## config.mk

```make
export PLATFORM = sky130hd
export DESIGN_NAME = bresenham_line_gen
export DESIGN_NICKNAME = d
export VERILOG_FILES = /design/src/rtl/line_gen_pkg.sv /design/src/rtl/line_step_core.sv /design/src/rtl/bresenham_line_gen.sv
export SDC_FILE = /design/constraint.sdc
export NUM_CORES = 1
export LEC_CHECK = 0
export ABC_AREA = 1
export BUFFER_PORTS_ARGS = -buffer_cell sky130_fd_sc_hd__buf_2
export CAP_MARGIN = 20
export CORE_MARGIN = 4
export CORE_UTILIZATION = 40
export DETAILED_ROUTE_END_ITERATION = 12
export SYNTH_ARGS = -nofsm -noshare
export SYNTH_HDL_FRONTEND = slang
export SYNTH_SLANG_ARGS = --single-unit
```

## constraint.sdc

```tcl
create_clock -name clk -period 4.45 [get_ports clk]
set_clock_uncertainty 0.2 [all_clocks]
set_input_delay 0.6675 -clock clk [delete_from_list [all_inputs] [get_ports clk]]
set_output_delay 0.6675 -clock clk [all_outputs]
set_load 0.005 [all_outputs]
```

## src/rtl/line_gen_pkg.sv

```systemverilog
// rtl/line_gen_pkg.sv - shared state and step-direction types for the line generator
package line_gen_pkg;

    typedef enum logic [1:0] {
        IDLE = 2'd0,
        DRAW = 2'd1,
        HOLD = 2'd2
    } state_t;

    typedef logic signed [1:0] dir_t;

    localparam dir_t DIR_POS  = 2'sb01;
    localparam dir_t DIR_ZERO = 2'sb00;
    localparam dir_t DIR_NEG  = 2'sb11;

    function automatic dir_t dir_of(input logic neg, input logic zero);
        if (zero)
            return DIR_ZERO;
        else if (neg)
            return DIR_NEG;
        else
            return DIR_POS;
    endfunction

endpackage

```

## src/rtl/line_step_core.sv

```systemverilog
// rtl/line_step_core.sv - combinational single Bresenham step (x, y, err) -> next point
module line_step_core
    import line_gen_pkg::*;
#(
    parameter int CW = 12,
    parameter int EW = CW + 2
) (
    input  logic signed [CW-1:0] x,
    input  logic signed [CW-1:0] y,
    input  logic signed [EW-1:0] err,
    input  logic signed [EW-1:0] dx,
    input  logic signed [EW-1:0] dy,
    input  dir_t                 sx,
    input  dir_t                 sy,
    output logic signed [CW-1:0] nx,
    output logic signed [CW-1:0] ny,
    output logic signed [EW-1:0] nerr,
    output logic                 y_step
);

    // e2 carries one extra bit so doubling err can never wrap
    logic signed [EW:0]   e2;
    logic signed [EW:0]   dx_w;
    logic signed [EW:0]   dy_w;
    logic signed [EW-1:0] add_x;
    logic signed [EW-1:0] add_y;
    logic signed [CW-1:0] sx_w;
    logic signed [CW-1:0] sy_w;
    logic                 x_step;

    always_comb begin
        e2     = {err, 1'b0};
        dx_w   = {dx[EW-1], dx};
        dy_w   = {dy[EW-1], dy};
        x_step = (e2 >= dy_w);
        y_step = (e2 <= dx_w);
        sx_w   = {{(CW-2){sx[1]}}, sx};
        sy_w   = {{(CW-2){sy[1]}}, sy};
        add_x  = x_step ? dy : {EW{1'b0}};
        add_y  = y_step ? dx : {EW{1'b0}};
        nerr   = err + add_x + add_y;
        nx     = x_step ? (x + sx_w) : x;
        ny     = y_step ? (y + sy_w) : y;
    end

endmodule

```

## src/rtl/bresenham_line_gen.sv

```systemverilog
// rtl/bresenham_line_gen.sv - streaming Bresenham line rasteriser; optional clip window via LINE_GEN_CLIP_EN
module bresenham_line_gen
    import line_gen_pkg::*;
#(
    parameter int CW = 12,
    parameter int EW = CW + 2
) (
    input  logic                 clk,
    input  logic                 reset,
    input  logic                 cmd_valid,
    output logic                 cmd_ready,
    input  logic signed [CW-1:0] ax,
    input  logic signed [CW-1:0] ay,
    input  logic signed [CW-1:0] bx,
    input  logic signed [CW-1:0] by,
`ifdef LINE_GEN_CLIP_EN
    input  logic signed [CW-1:0] clip_x0,
    input  logic signed [CW-1:0] clip_y0,
    input  logic signed [CW-1:0] clip_x1,
    input  logic signed [CW-1:0] clip_y1,
`endif
    input  logic                 stop_y_en,
    input  logic                 resume,
    input  logic                 abort,
    output logic                 pix_valid,
    input  logic                 pix_ready,
    output logic signed [CW-1:0] pix_x,
    output logic signed [CW-1:0] pix_y,
    output logic                 pix_last,
    output logic                 busy,
    output logic                 y_stopped,
    output logic                 line_done
);

    state_t state, state_nxt;

    logic signed [CW-1:0] x_q, y_q, ex_q, ey_q;
    logic signed [EW-1:0] err_q, dx_q, dy_q;
    dir_t                 sx_q, sy_q;

    logic signed [EW-1:0] ax_w, ay_w, bx_w, by_w;
    logic signed [EW-1:0] ddx, ddy, adx, ady;
    dir_t                 sx_new, sy_new;

    logic signed [CW-1:0] nx, ny;
    logic signed [EW-1:0] nerr;
    logic                 core_y_step;

    logic in_draw, at_end, visible, advance;
    logic load, step_en, done_set;

    // endpoint deltas in EW bits: full-range CW endpoints cannot overflow
    always_comb begin
        ax_w   = EW'(ax);
        ay_w   = EW'(ay);
        bx_w   = EW'(bx);
        by_w   = EW'(by);
        ddx    = bx_w - ax_w;
        ddy    = by_w - ay_w;
        adx    = ddx[EW-1] ? -ddx : ddx;
        ady    = ddy[EW-1] ? -ddy : ddy;
        sx_new = dir_of(ddx[EW-1], ddx == '0);
        sy_new = dir_of(ddy[EW-1], ddy == '0);
    end

    line_step_core #(
        .CW (CW),
        .EW (EW)
    ) u_step (
        .x      (x_q),
        .y      (y_q),
        .err    (err_q),
        .dx     (dx_q),
        .dy     (dy_q),
        .sx     (sx_q),
        .sy     (sy_q),
        .nx     (nx),
        .ny     (ny),
        .nerr   (nerr),
        .y_step (core_y_step)
    );

`ifdef LINE_GEN_CLIP_EN
    logic signed [CW-1:0] cx0_q, cy0_q, cx1_q, cy1_q;

    always_ff @(posedge clk or posedge reset) begin
        if (reset) begin
            cx0_q <= '0;
            cy0_q <= '0;
            cx1_q <= '0;
            cy1_q <= '0;
        end else if (load) begin
            cx0_q <= clip_x0;
            cy0_q <= clip_y0;
            cx1_q <= clip_x1;
            cy1_q <= clip_y1;
        end
    end

    assign visible = (x_q >= cx0_q) && (x_q <= cx1_q) &&
                     (y_q >= cy0_q) && (y_q <= cy1_q);
`else
    assign visible = 1'b1;
`endif

    assign in_draw   = (state == DRAW);
    assign at_end    = (x_q == ex_q) && (y_q == ey_q);
    // clipped points step on their own; visible points wait for the consumer
    assign advance   = in_draw && (!visible || pix_ready);

    assign cmd_ready = (state == IDLE);
    assign busy      = (state != IDLE);
    assign y_stopped = (state == HOLD);
    assign pix_valid = in_draw && visible;
    assign pix_last  = pix_valid && at_end;
    assign pix_x     = x_q;
    assign pix_y     = y_q;

    always_ff @(posedge clk or posedge reset) begin
        if (reset)
            state <= IDLE;
        else
            state <= state_nxt;
    end

    always_comb begin
        state_nxt = state;
        load      = 1'b0;
        step_en   = 1'b0;
        done_set  = 1'b0;
        if (abort) begin
            state_nxt = IDLE;
        end else begin
            unique case (state)
                IDLE: begin
                    if (cmd_valid) begin
                        load      = 1'b1;
                        state_nxt = DRAW;
                    end
                end
                DRAW: begin
                    if (advance && at_end) begin
                        done_set  = 1'b1;
                        state_nxt = IDLE;
                    end else if (advance) begin
                        step_en = 1'b1;
                        if (core_y_step && stop_y_en)
                            state_nxt = HOLD;
                    end
                end
                HOLD: begin
                    if (resume || !stop_y_en)
                        state_nxt = DRAW;
                end
                default: state_nxt = IDLE;
            endcase
        end
    end

    always_ff @(posedge clk or posedge reset) begin
        if (reset) begin
            x_q   <= '0;
            y_q   <= '0;
            ex_q  <= '0;
            ey_q  <= '0;
            err_q <= '0;
            dx_q  <= '0;
            dy_q  <= '0;
            sx_q  <= DIR_ZERO;
            sy_q  <= DIR_ZERO;
        end else if (load) begin
            x_q   <= ax;
            y_q   <= ay;
            ex_q  <= bx;
            ey_q  <= by;
            dx_q  <= adx;
            dy_q  <= -ady;
            err_q <= adx - ady;
            sx_q  <= sx_new;
            sy_q  <= sy_new;
        end else if (step_en) begin
            x_q   <= nx;
            y_q   <= ny;
            err_q <= nerr;
        end
    end

    always_ff @(posedge clk or posedge reset) begin
        if (reset)
            line_done <= 1'b0;
        else
            line_done <= done_set;
    end

endmodule

```

After elaboration in Yosys (flattened, before gate mapping):

Cells that the tools add are included.
W data, S select, Z words.

* flip-flop bits (word level): 97
* input bits: 55
* output and inout port bits: 30
* word-level logic and storage cells: 81

* add/subtract/negate cells: 10
* order comparisons: 2
* equality and inequality tests: 8
* multiplexer cells: 33
* reduce and logical (&&, ||, !) cells: 17

Operator list (count)
* $mux W14: 6
* $mux W12: 6
* $add A14 B14 Y14: 2
* $logic_not A14 Y1: 2
* $neg A13 Y14: 2
* $sub A12 B12 Y13: 2
* $add A12 B2 Y12: 2
* $eq A12 B12 Y1: 2
* $mux W2: 10
* $ge A15 B14 Y1: 1
* $le A15 B14 Y1: 1
* $neg A14 Y14: 1
* $sub A14 B14 Y14: 1
* $mux W1: 10
* $ne A4 B2 Y1 const B: 2
* $reduce_bool A2 Y1: 4
* $ne A3 B2 Y1 const B: 2
* $pmux W2 S3: 1
* $logic_and A1 B1 Y1: 5
* $reduce_and A2 Y1: 2
* $reduce_and A4 Y1: 1
* $eq A2 B1 Y1 const B: 1
* $eq A2 B2 Y1 const B: 1
* $logic_not A2 Y1: 1
* other kinds (2): 2

Depth between registers and ports, before layout:

Gate-level depths: netlist of run 1.

* depth in word-level cells: 8
* depth in mapped cells: 35
* gate-level depth less buffers: 34

By module:

A second synthesis of run 1 with hierarchy kept.

* cell total of the unflattened synthesis: 1585
* area, all modules: 10486.3 sq um

By module, submodules not included
* bresenham_line_gen: times used 1, cells each 1072, area an instance 7373.3 sq um, sequential area each 2427.3 sq um
* line_step_core: times used 1, cells each 513, area an instance 3113.0 sq um, sequential area each 0.0 sq um

Worst setup path after synthesis of run 1:

Ideal clock, no wire load.

* kind: input port to flip-flop
* start point: input port bx[0]
* end point: register err_q[11]
* setup time: 0.062 ns
* data arrival time: 4.190 ns
* data required time: 4.188 ns
* slack: -0.002 ns
* stages on the path: 34
* buffers on the path: 1
* path through: inv_1 > ha_1 > fa_1 > inv_1 > nand3_1 > nand2_1 > nand2_1 > nand2_1 > nand2_1 > nand2_1 > nand2_1 > nand2_1 > buf_2 > inv_1 > nor2_1 > xor2_1 > inv_1 > ha_1 > a21oi_1 > nand2_1 > a21oi_1 > nor2_1 > nor2_1 > o21ai_0 > nand2_1 > nand2_1 > nand2_1 > nand2_1 > nand3_2 > a21boi_2 > or2_1 > nand3_1 > nand2_1 > inv_1

* cells in the longest elaborated chain, start to end: 5

Ends and longest elaborated chain
* from (decl): RTL line bresenham_line_gen.sv:14 `input logic signed [CW-1:0] bx,`
* $sub A12 B12 Y13 (*): RTL line bresenham_line_gen.sv:58 `ddx = bx_w - ax_w;`
* $neg A13 Y14: RTL line bresenham_line_gen.sv:60 `adx = ddx[EW-1] ? -ddx : ddx;`
* $mux W14 (*): RTL line bresenham_line_gen.sv:60
* via adx[2]: RTL line bresenham_line_gen.sv:42 `logic signed [EW-1:0] ddx, ddy, adx, ady;`
* $sub A14 B14 Y14 (*): RTL line bresenham_line_gen.sv:178 `err_q <= adx - ady;`
* $mux W14 (*): RTL line bresenham_line_gen.sv:171 `end else if (load) begin`
* to (signal assigned): RTL line bresenham_line_gen.sv:178
* to (signal assigned): RTL line bresenham_line_gen.sv:184 `err_q <= nerr;`
* to (decl): RTL line bresenham_line_gen.sv:38 `logic signed [EW-1:0] err_q, dx_q, dy_q;`

The timed path passes the listed nets; every way through them passes the cells marked *.
A chain may end at the register's enable or synchronous reset.

Worst setup path after layout of run 1:

* start point: register err_q[13]
* end point: register err_q[13]

* cells in the longest elaborated chain, start to end: 6
* elaborated cells on any way between the ends: 8
* those cells by class: add/sub: 2; order compare: 2; mux: 4

Ends and longest elaborated chain
* $ge A15 B14 Y1: RTL line line_step_core.sv:35 `x_step = (e2 >= dy_w);`
* $mux W14: RTL line line_step_core.sv:39 `add_x = x_step ? dy : {EW{1'b0}};`
* $add A14 B14 Y14: RTL line line_step_core.sv:41 `nerr = err + add_x + add_y;`
* $add A14 B14 Y14 (*): RTL line line_step_core.sv:41
* $mux W14 (*): RTL line bresenham_line_gen.sv:181 `end else if (step_en) begin`
* $mux W14 (*): RTL line bresenham_line_gen.sv:171

Mark *: on every way between the ends. The rest lies on a longest branch, timed or not. The select of a mux whose other input is x is not followed.

==> metrics.txt, run 1 <==
Syn Inst Count=1407; Post-synth EDFFs=0; Longest Clk Path Bufs=2; die area=0.0270 mm^2; cts bufs inserted=9; Reg2Reg Setup Slack=0.06 ns; Iteration-0 DRC Markers=468; leading cell type in the layout, fill and taps excluded=nand2_1; Adder-Cell Fraction of Synth Area=0.165; critical path startpoint=err_q[13]$_DFFE_PP0P_; Worst path slowest cell=fa_1; area delta synth->final=23.6%; Worst Reg-to-Reg Cells=29; number of global-route vias before repair=9259; Worst Setup End Kind=flop; drt via density=4.89; Initial Util=0.412; CP Class=flop to flop; die height=164 um; CTS tree=yes; max-slew violations=0; Post-synth top flop=dfrtp_1; FMAX=228 MHz; Tmin final=4.39 ns; DR vias=9427; Mapped Avg Cell Area=6.95 um^2; Synth cell types=51; FFs w/ async S/R, synth=1.00; Min-Delay Path Class=primary input to async pin; Leak=6.46 nW; hold-fix buffers at CTS=0; Place WS=-0.395 ns; r2r endpoint=err_q[13]$_DFFE_PP0P_; power share of the combinational group=0.744; Tcrit/Tclk final=0.986; status=complete, no violations; Design Area, Final=0.0121 mm^2; Core Rows=56; DP Area=0.0114 mm^2; wire per inst=14.0 um; clock root buffer master=clkbuf_16; worst slew margin relative to its limit=0.415; cell repeated most along the worst path=nand2_1; first-pass GRT wire length=44900 um; Post-DP HPWL=21600 um; CP max stage delay=0.43 ns; Worst-Margin Slew=0.878 ns; Die Wd=164 um; FF-to-FF Start=err_q[13]$_DFFE_PP0P_; H-tree depth reported by CTS=3; Arr. time, crit path=4.47 ns; I/O Pins=85; fin nets=1775; Worst Path Required=4.54 ns; switching power=0.00473 W; CP max FO=4; share of layout cells above drive strength 1=0.222; sequential area share after synthesis=0.248; register share of total power=0.167; Synthesized Nets=1580; drt first pass iters=5; yosys synthesis warning count=0; Compound-Gate Fraction of Synth Area=0.121; setup ws final=0.0619 ns; IO Port Bufs=84; XOR/XNOR share of the synthesized area=0.0694; PD cells=819 mW/mm^2; Clk Latency, worst-skew pair=0.36 ns; grt total ovfl=0; sw frac=0.478; Fin. Hold Viols=0; DR DRC count=0; max cap viols=0; simple-gate share of the synthesized area=0.299; Setup violations, final=0; GP Congestion=0.875; Worst Setup Start Kind=flop; WHS=0.277 ns; Max IR drop VDD=0.497 mV; unrepaired setup endpoints after global routing=yes; ANT cells=0; Clk pwr share=0.090; initial antenna violation count=0; largest family of logic cells by synthesized area=simple AND/OR/NAND/NOR gates; most frequent cells in the layout=385 x nand2_1, 207 x inv_1, 120 x buf_4, 101 x nor2_1, 97 x dfrtp_1; Routed Antenna Nets=0; #FFs+latches synth=97; Internal=0.00517 W; floorplan core area=0.0238 mm^2; largest net degree at the start of global routing=69; All-Layer GR Usage=0.204; overall routed net length=27000 um; clk sinks=97; synthesized area=0.00979 mm^2; mux contribution to synthesized area=0; CTS clock-pin slew for the worst setup and hold paths=0.08 ns
==> worst max path at each step <==
| stage | endpoint | slack, ns |
|---|---|---|
| after floorplan | err_q[13]$_DFFE_PP0P_ | 0.01 |
| after global placement | err_q[13]$_DFFE_PP0P_ | -0.37 |
| after detailed placement | err_q[13]$_DFFE_PP0P_ | -0.40 |
| after CTS | err_q[13]$_DFFE_PP0P_ | -0.02 |
| after global routing | err_q[13]$_DFFE_PP0P_ | -0.32 |
| final | err_q[13]$_DFFE_PP0P_ | 0.06 |
==> area by class of cell <==
type | instances | area [um^2]
multi-input combinational | 1059 | 6700
fill | 2354 | 11700
clock inverter | 6 | 91.3
clock buffer | 10 | 239
inverter | 226 | 852
timing repair buffer | 209 | 1380
tap | 319 | 399
sequential | 97 | 2430
==> worst max-delay path: cells and delay by family (launching register included) <==
| family | cells | cell delay [ns] |
|---|---|---|
| adders and majority gates | 4 | 1.32 |
| AOI/OAI and AO/OA | 8 | 1.11 |
| and+or+nand+nor | 12 | 0.92 |
| DFF | 1 | 0.39 |
| buffers and inverters | 5 | 0.37 |
==> power groups by stage <==
stage	clock network [W]	registers [W]	logic, W
2_1_floorplan	0	0.00162	0.00424
3_3_place_gp	0	0.00165	0.00628
3_5_place_dp	0	0.00166	0.00636
4_1_cts	0.000905	0.00165	0.00652
5_1_grt	0.000941	0.00172	0.00830
6_report	0.000888	0.00165	0.00736
==> layer usage <==
layer  share of wire  track usage  vias to the layer above
li1                -            -                     4902
met1            0.48        0.278                     4310
met2            0.47        0.338                      185
met3           0.043       0.0297                       30
met4           0.016       0.0586                        0
met5               0            0                        -
==> cells in the mapped netlist, drive strengths merged, types with 16 or more instances <==
library cell / count / share of area
a21oi: 75 / 0.038
clkbuf: 19 / 0.0073
dfrtp: 97 / 0.25
fa: 19 / 0.039
ha: 99 / 0.13
inv: 224 / 0.086
nand2: 420 / 0.17
nand3: 80 / 0.045
nand4: 16 / 0.011
nor2: 120 / 0.053
o21ai: 72 / 0.038
xnor2: 28 / 0.028
xor2: 41 / 0.042
==> cell families (layout without fill, tap and decap cells) <==
group,after synthesis,count (layout)
xor gates and xnor gates,69,69
DFF,97,97
AOI/OAI and AO/OA,204,204
buffers and inverters,251,451
adders and majority gates,118,118
and+or+nand+nor,668,668
==> per-stage QoR <==
step | utilization | TNS (ns) | total power [W] | cells
detailed placement | 0.478 | -2.30 | 0.00803 | 1897
floorplan | - | 0 | 0.00586 | 1407
CTS | 0.495 | -0.0262 | 0.00908 | 1916
global route | 0.509 | -0.974 | 0.0110 | 1926
finish | 0.509 | 0 | 0.00990 | 1926
global placement | 0.478 | -2.15 | 0.00793 | 1897
==> sequential cells by signal (all words and copies together), names as in the netlist <==
| signal | count |
|---|---|
| pix_y | 12 |
| sx_q | 2 |
| sy_q | 2 |
| state | 2 |
| pix_x | 12 |
| ey_q | 12 |
| ex_q | 12 |
| line_done | 1 |
| dy_q | 14 |
| dx_q | 14 |
| err_q | 14 |
==> what timing repair did <==
action	in CTS	in global routing
setup endpoints to repair	5	9
gates resized for setup	13	64
pin swaps	11	39
hold endpoints to repair	0	0
buffers inserted	3	10
(Power assumes the default switching activity.)
==> run 2, diff against run 1 <==
Settings changed: CELL_PAD_IN_SITES_DETAIL_PLACEMENT set to 1, CELL_PAD_IN_SITES_GLOBAL_PLACEMENT set to 2, CORE_UTILIZATION 40 to 32, PLACE_DENSITY_LB_ADDON set to 0.1.
==> run 2 against run 1 <==
Against the previous run: first-iteration DRC count is 39% lower; combinational power is 1% lower; critical path depth is 3 higher; clock power is 13% lower; sequential share of layout area is 0.26 points lower; the flow now finishes with violations (setup timing); core utilization is 9.9 points lower; highest routed layer unchanged; total power is 2.1% lower; count of clock-buffer cells in the layout is 1 higher.
==> metrics.txt, run 2 (synthesis gave the netlist of run 1 again) <==
status=finished with violations; violated checks=setup timing; Longest Clk Path Bufs=2 (unchanged); ANT cells=0 (unchanged); PD cells=791 mW/mm^2 (-3.4%); GP Congestion=0.831 (-5.1%); FF-to-FF Start=err_q[0]$_DFFE_PP0P_; critical path startpoint=err_q[0]$_DFFE_PP0P_; Max IR drop VDD=0.345 mV (-31%); top flop regs=dx_q x14, dy_q x14, err_q x14; Place WS=-0.519 ns (-0.123 ns); grt total ovfl=0 (unchanged); max cap viols=0 (unchanged); overall routed net length=31800 um (+18%); Routed Antenna Nets=0 (unchanged); CP max FO=4 (unchanged); CP max stage delay=0.48 ns (+0.05 ns); Reg2Reg Setup Slack=-0.009 ns (-0.07 ns); CTS tree=yes; Iteration-0 DRC Markers=287 (-39%); largest net degree at the start of global routing=68 (-1.4%); Worst-Margin Slew=0.875 ns (-0.00299 ns); Min-Delay Path Class=primary input to async pin; H-tree depth reported by CTS=3 (unchanged); Fin. Hold Viols=0 (unchanged); clk sinks=97 (unchanged); IO Port Bufs=84 (unchanged); number of global-route vias before repair=10.4k (+12%); CP Class=flop to flop; most frequent cells in the layout=385 x nand2_1, 208 x inv_1, 148 x buf_4, 99 x nor2_1, 97 x dfrtp_1; r2r endpoint=err_q[13]$_DFFE_PP0P_; Worst Reg-to-Reg Cells=32 (+10%); hold-fix buffers at CTS=0 (unchanged); DR DRC count=0 (unchanged); Die Wd=183 um (+11%); setup ws final=-0.00881 ns (-0.0707 ns); CTS clock-pin slew for the worst setup and hold paths=0.07 ns (about the same); share of layout cells above drive strength 1=0.235 (+0.0130); Leak=6.55 nW (+1.4%); unrepaired setup endpoints after global routing=yes; first-pass GRT wire length=53400 um (+19%); Tmin final=4.46 ns (+0.0707 ns); area delta synth->final=25.2%; Setup violations, final=1 (+1); die area=0.0334 mm^2 (+24%); Core Rows=63 (+13%); Clk Latency, worst-skew pair=0.37 ns (about the same); All-Layer GR Usage=0.197 (-0.00730); wire per inst=15.7 um (+12%); Worst Path Required=4.51 ns (-0.03 ns); initial antenna violation count=0 (unchanged); Setup TNS=-0.00881 ns (-0.00881 ns); Tcrit/Tclk final=1.00 (+0.0159); worst slew margin relative to its limit=0.417 (+0.00199); drt first pass iters=4 (-1); cell repeated most along the worst path=nand2_1; leading cell type in the layout, fill and taps excluded=nand2_1; drt via density=4.75 (-2.9%); Worst Setup End Kind=flop; DR vias=9617 (+2.0%); floorplan core area=0.0299 mm^2 (+26%); max-slew violations=0 (unchanged); FMAX=224 MHz (-1.6%); Arr. time, crit path=4.52 ns (+0.05 ns); fin nets=1802 (+1.5%); die height=183 um (+11%); cts bufs inserted=9 (unchanged); Initial Util=0.328 (-0.0844); Worst Setup Start Kind=flop; Post-DP HPWL=26100 um (+21%); Worst path slowest cell=fa_1; I/O Pins=85 (unchanged); clock root buffer master=clkbuf_16
-- run 2: changes by cell type in the layout (fill, tap and decap cells not counted), sizes merged --
| cell | delta |
|---|---|
| buf | +27 |
| bufinv | -2 |
| clkbuf | +1 |
-- run 2: per-layer routing --
layer | up-vias | global-route usage | share of wire
met3 | 18 | 0.0184 | 0.020
met5 | - | 0 | 0
li1 | 4951 | - | -
met4 | 0 | 0.0420 | 0.011
met1 | 4565 | 0.267 | 0.49
met2 | 83 | 0.343 | 0.48
-- run 2: how the worst max path moves through the flow --
stage                       endpoint  slack (ns)  cells past startpoint
6_report       err_q[13]$_DFFE_PP0P_      -0.009                     32
5_1_grt        err_q[13]$_DFFE_PP0P_       -0.33                     33
4_1_cts        err_q[13]$_DFFE_PP0P_       -0.05                     33
3_5_place_dp   err_q[11]$_DFFE_PP0P_       -0.52                     33
3_3_place_gp   err_q[13]$_DFFE_PP0P_       -0.43                     34
2_1_floorplan  err_q[13]$_DFFE_PP0P_        0.01                     32
-- run 2: critical path: cells and delay by family, from the launching register on --
| family | cells | cell delay, ns |
|---|---|---|
| fa+ha+maj | 4 | 1.33 |
| buf+inv | 5 | 0.31 |
| flops | 1 | 0.40 |
| compound gates | 6 | 0.67 |
| simple gates | 17 | 1.43 |
-- run 2: layout make-up --
class | count | area [um^2]
Inverter | 226 | 853
Multi-Input combinational cell | 1059 | 6630
Clock buffer | 11 | 243
Fill cell | 3829 | 17600
Sequential cell | 97 | 2430
Timing Repair Buffer | 236 | 1590
Tap cell | 390 | 488
Clock inverter | 4 | 27.5
-- run 2: timing repair --
action / in CTS / in global routing
endpoints found under the setup margin: 7 / 9
gates resized for setup: 21 / 48
pin swaps: 13 / 36
buffers inserted: 3 / 5
-- run 2: report_power, final --
part           leakage, nW  switching [W]  internal, W  total (W)
Combinational         5.24        0.00397      0.00327    0.00725
Sequential            1.17       0.000389      0.00129    0.00168
Clock                0.136       0.000378     0.000394   0.000771
Total                 6.55        0.00474      0.00495    0.00969
-- run 2: metrics by stage --
| step | std cells | hold slack, ns | power, W | instance area [um^2] | utilization |
|---|---|---|---|---|---|
| after floorplan | 1407 | 0.249 | 0.00586 | 9790 | - |
| after global placement | 2000 | 0.265 | 0.00832 | 11700 | 0.392 |
| after detailed placement | 2000 | 0.277 | 0.00847 | 11700 | 0.392 |
| after CTS | 2018 | 0.295 | 0.00943 | 12100 | 0.404 |
| after global routing | 2023 | 0.325 | 0.0109 | 12300 | 0.410 |
| final | 2023 | 0.283 | 0.00969 | 12300 | 0.410 |
==> run 3, diff against run 2 <==
Settings changed: CORE_ASPECT_RATIO set to 0.6, SLEW_MARGIN set to 20.
==> run 3 against run 2 <==
Against the previous run: the run still ends with setup timing left; first-iteration DRC count rose by 96%; cell count rose by 3.0%; sequential power barely moved; combinational power rose by 15%; fmax fell by 1.1%; count of clock-buffer cells in the layout fell by 1; critical endpoint unchanged.
==> metrics.txt, run 3 (synthesis gave the netlist of run 1 again) <==
status=finished with violations; violated checks=setup timing; Worst Setup Start Kind=flop; r2r endpoint=err_q[13]$_DFFE_PP0P_; setup ws final=-0.0600 ns (-0.0512 ns); I/O Pins=85 (unchanged); Longest Clk Path Bufs=2 (unchanged); die area=0.0335 mm^2 (+0.28%); max cap viols=0 (unchanged); first-pass GRT wire length=57200 um (+7.1%); WHS=0.183 ns (-0.100 ns); top flop regs=dx_q x14, dy_q x14, err_q x14; max-slew violations=0 (unchanged); Routed Antenna Nets=0 (unchanged); fill count=3861 (+0.84%); cell repeated most along the worst path=nand2_1; ANT cells=0 (unchanged); DR vias=9975 (+3.7%); Post-DP HPWL=28900 um (+11%); largest net degree at the start of global routing=54 (-21%); drt first pass iters=5 (+1); Leak=6.81 nW (+4.1%); fin nets=1843 (+2.3%); number of global-route vias before repair=10.5k (+1.8%); Setup violations, final=2 (+1); Worst path slowest cell=fa_1; Worst Path Required=4.55 ns (+0.04 ns); wire per inst=17.3 um (+10%); drt via density=4.79 (+0.73%); share of layout cells above drive strength 1=0.278 (+0.0425); Worst Setup End Kind=flop; Initial Util=0.326 (-0.00181); DP Area=0.0119 mm^2 (+1.9%); leading cell type in the layout, fill and taps excluded=nand2_1; Iteration-0 DRC Markers=562 (+96%); FF-to-FF Start=err_q[13]$_DFFE_PP0P_; Min-Delay Path Class=primary input to async pin; Worst Reg-to-Reg Cells=29 (-9.4%); Fin. Hold Viols=0 (unchanged); cts bufs inserted=9 (unchanged); Design Area, Final=0.0130 mm^2 (+5.8%); Tcrit/Tclk final=1.01 (+0.0115); CTS tree=yes; initial antenna violation count=0 (unchanged); Setup TNS=-0.0614 ns (-0.0526 ns); unrepaired setup endpoints after global routing=yes; CTS clock-pin slew for the worst setup and hold paths=0.08 ns (about the same); # placed instances=2044 (+2.2%); Final Core Density=0.432 (+0.0215); PD cells=846 mW/mm^2 (+7.0%); FMAX=222 MHz (-1.1%); Arr. time, crit path=4.61 ns (+0.09 ns); IO Port Bufs=84 (unchanged); Reg2Reg Setup Slack=-0.06 ns (-0.05 ns); Tmin final=4.51 ns (+0.0512 ns); overall routed net length=36100 um (+14%); CP max FO=3 (-1); clk sinks=97 (unchanged); area delta synth->final=32.5%; Clk Latency, worst-skew pair=0.38 ns (about the same); Max IR drop VDD=0.514 mV (+49%); grt total ovfl=0 (unchanged); worst slew margin relative to its limit=0.484 (+0.0678); Worst-Margin Slew=0.773 ns (-0.103 ns); DR DRC count=0 (unchanged); CP max stage delay=0.48 ns (about the same); floorplan core area=0.0300 mm^2 (+0.56%); GP Congestion=0.808 (-2.7%); CP Class=flop to flop; non-filler cells, final=2083 (+3.0%); Die Wd=234 um (+28%); All-Layer GR Usage=0.218 (+0.0208); die height=143 um (-22%); H-tree depth reported by CTS=3 (unchanged); Core Rows=49 (-22%); most frequent cells in the layout=377 x nand2_1, 201 x inv_1, 181 x buf_4, 97 x nor2_1, 97 x dfrtp_1; clock root buffer master=clkbuf_16
## run 3: final cells by class
type / count / area (um^2) / area share
Clock buffer: 10 / 239 / 0.0184
Clock inverter: 6 / 114 / 0.00878
Inverter: 226 / 856 / 0.0660
Multi-Input combinational cell: 1059 / 6890 / 0.531
Sequential cell: 97 / 2430 / 0.187
Tap cell: 408 / 510 / 0.0394
Timing Repair Buffer: 277 / 1930 / 0.149
## run 3: worst max-delay path by stage
stage	start	end	slack (ns)	cells past startpoint
2_1_floorplan	err_q[1]$_DFFE_PP0P_	err_q[13]$_DFFE_PP0P_	0.01	32
3_3_place_gp	err_q[7]$_DFFE_PP0P_	err_q[13]$_DFFE_PP0P_	-0.59	30
3_5_place_dp	err_q[7]$_DFFE_PP0P_	err_q[13]$_DFFE_PP0P_	-0.72	30
4_1_cts	err_q[0]$_DFFE_PP0P_	err_q[13]$_DFFE_PP0P_	-0.22	33
5_1_grt	err_q[3]$_DFFE_PP0P_	err_q[13]$_DFFE_PP0P_	-0.35	30
6_report	err_q[13]$_DFFE_PP0P_	err_q[13]$_DFFE_PP0P_	-0.06	29
## run 3: metal layers
layer	share of wire	track usage	up-vias
met5	0	0	-
met2	0.42	0.334	113
met1	0.53	0.325	4811
met4	0.0088	0.0309	0
met3	0.035	0.0404	20
li1	-	-	5031
## run 3: through the flow
stage | setup slack, ns | total power, W
final | -0.0600 | 0.0110
after global routing | -0.350 | 0.0121
after CTS | -0.224 | 0.0102
after detailed placement | -0.716 | 0.00874
after global placement | -0.586 | 0.00851
after floorplan | 0.00954 | 0.00586
## run 3: where the power goes
part / switching [W] / total [W] / leakage, nW / internal, W
Clock: 0.000395 / 0.000963 / 0.165 / 0.000567
Sequential: 0.000393 / 0.00168 / 1.17 / 0.00129
Combinational: 0.00454 / 0.00833 / 5.48 / 0.00379
## run 3: what timing repair did
| item | in CTS | in global routing |
|---|---|---|
| setup buffers | 17 | 15 |
| hold buffers | 0 | 0 |
| gates resized for setup | 43 | 86 |
| cloned | 0 | 0 |
| endpoints found under the setup margin | 9 | 10 |
| pin swaps | 29 | 65 |
## run 3: worst max-delay path, delay by kind of cell (launching register included)
family                     cells  cell delay [ns]
and+or+nand+nor               15             1.36
AOI/OAI and AO/OA              5             0.68
buffers and inverters          5             0.43
DFF                            1             0.44
adders and majority gates      4             1.32
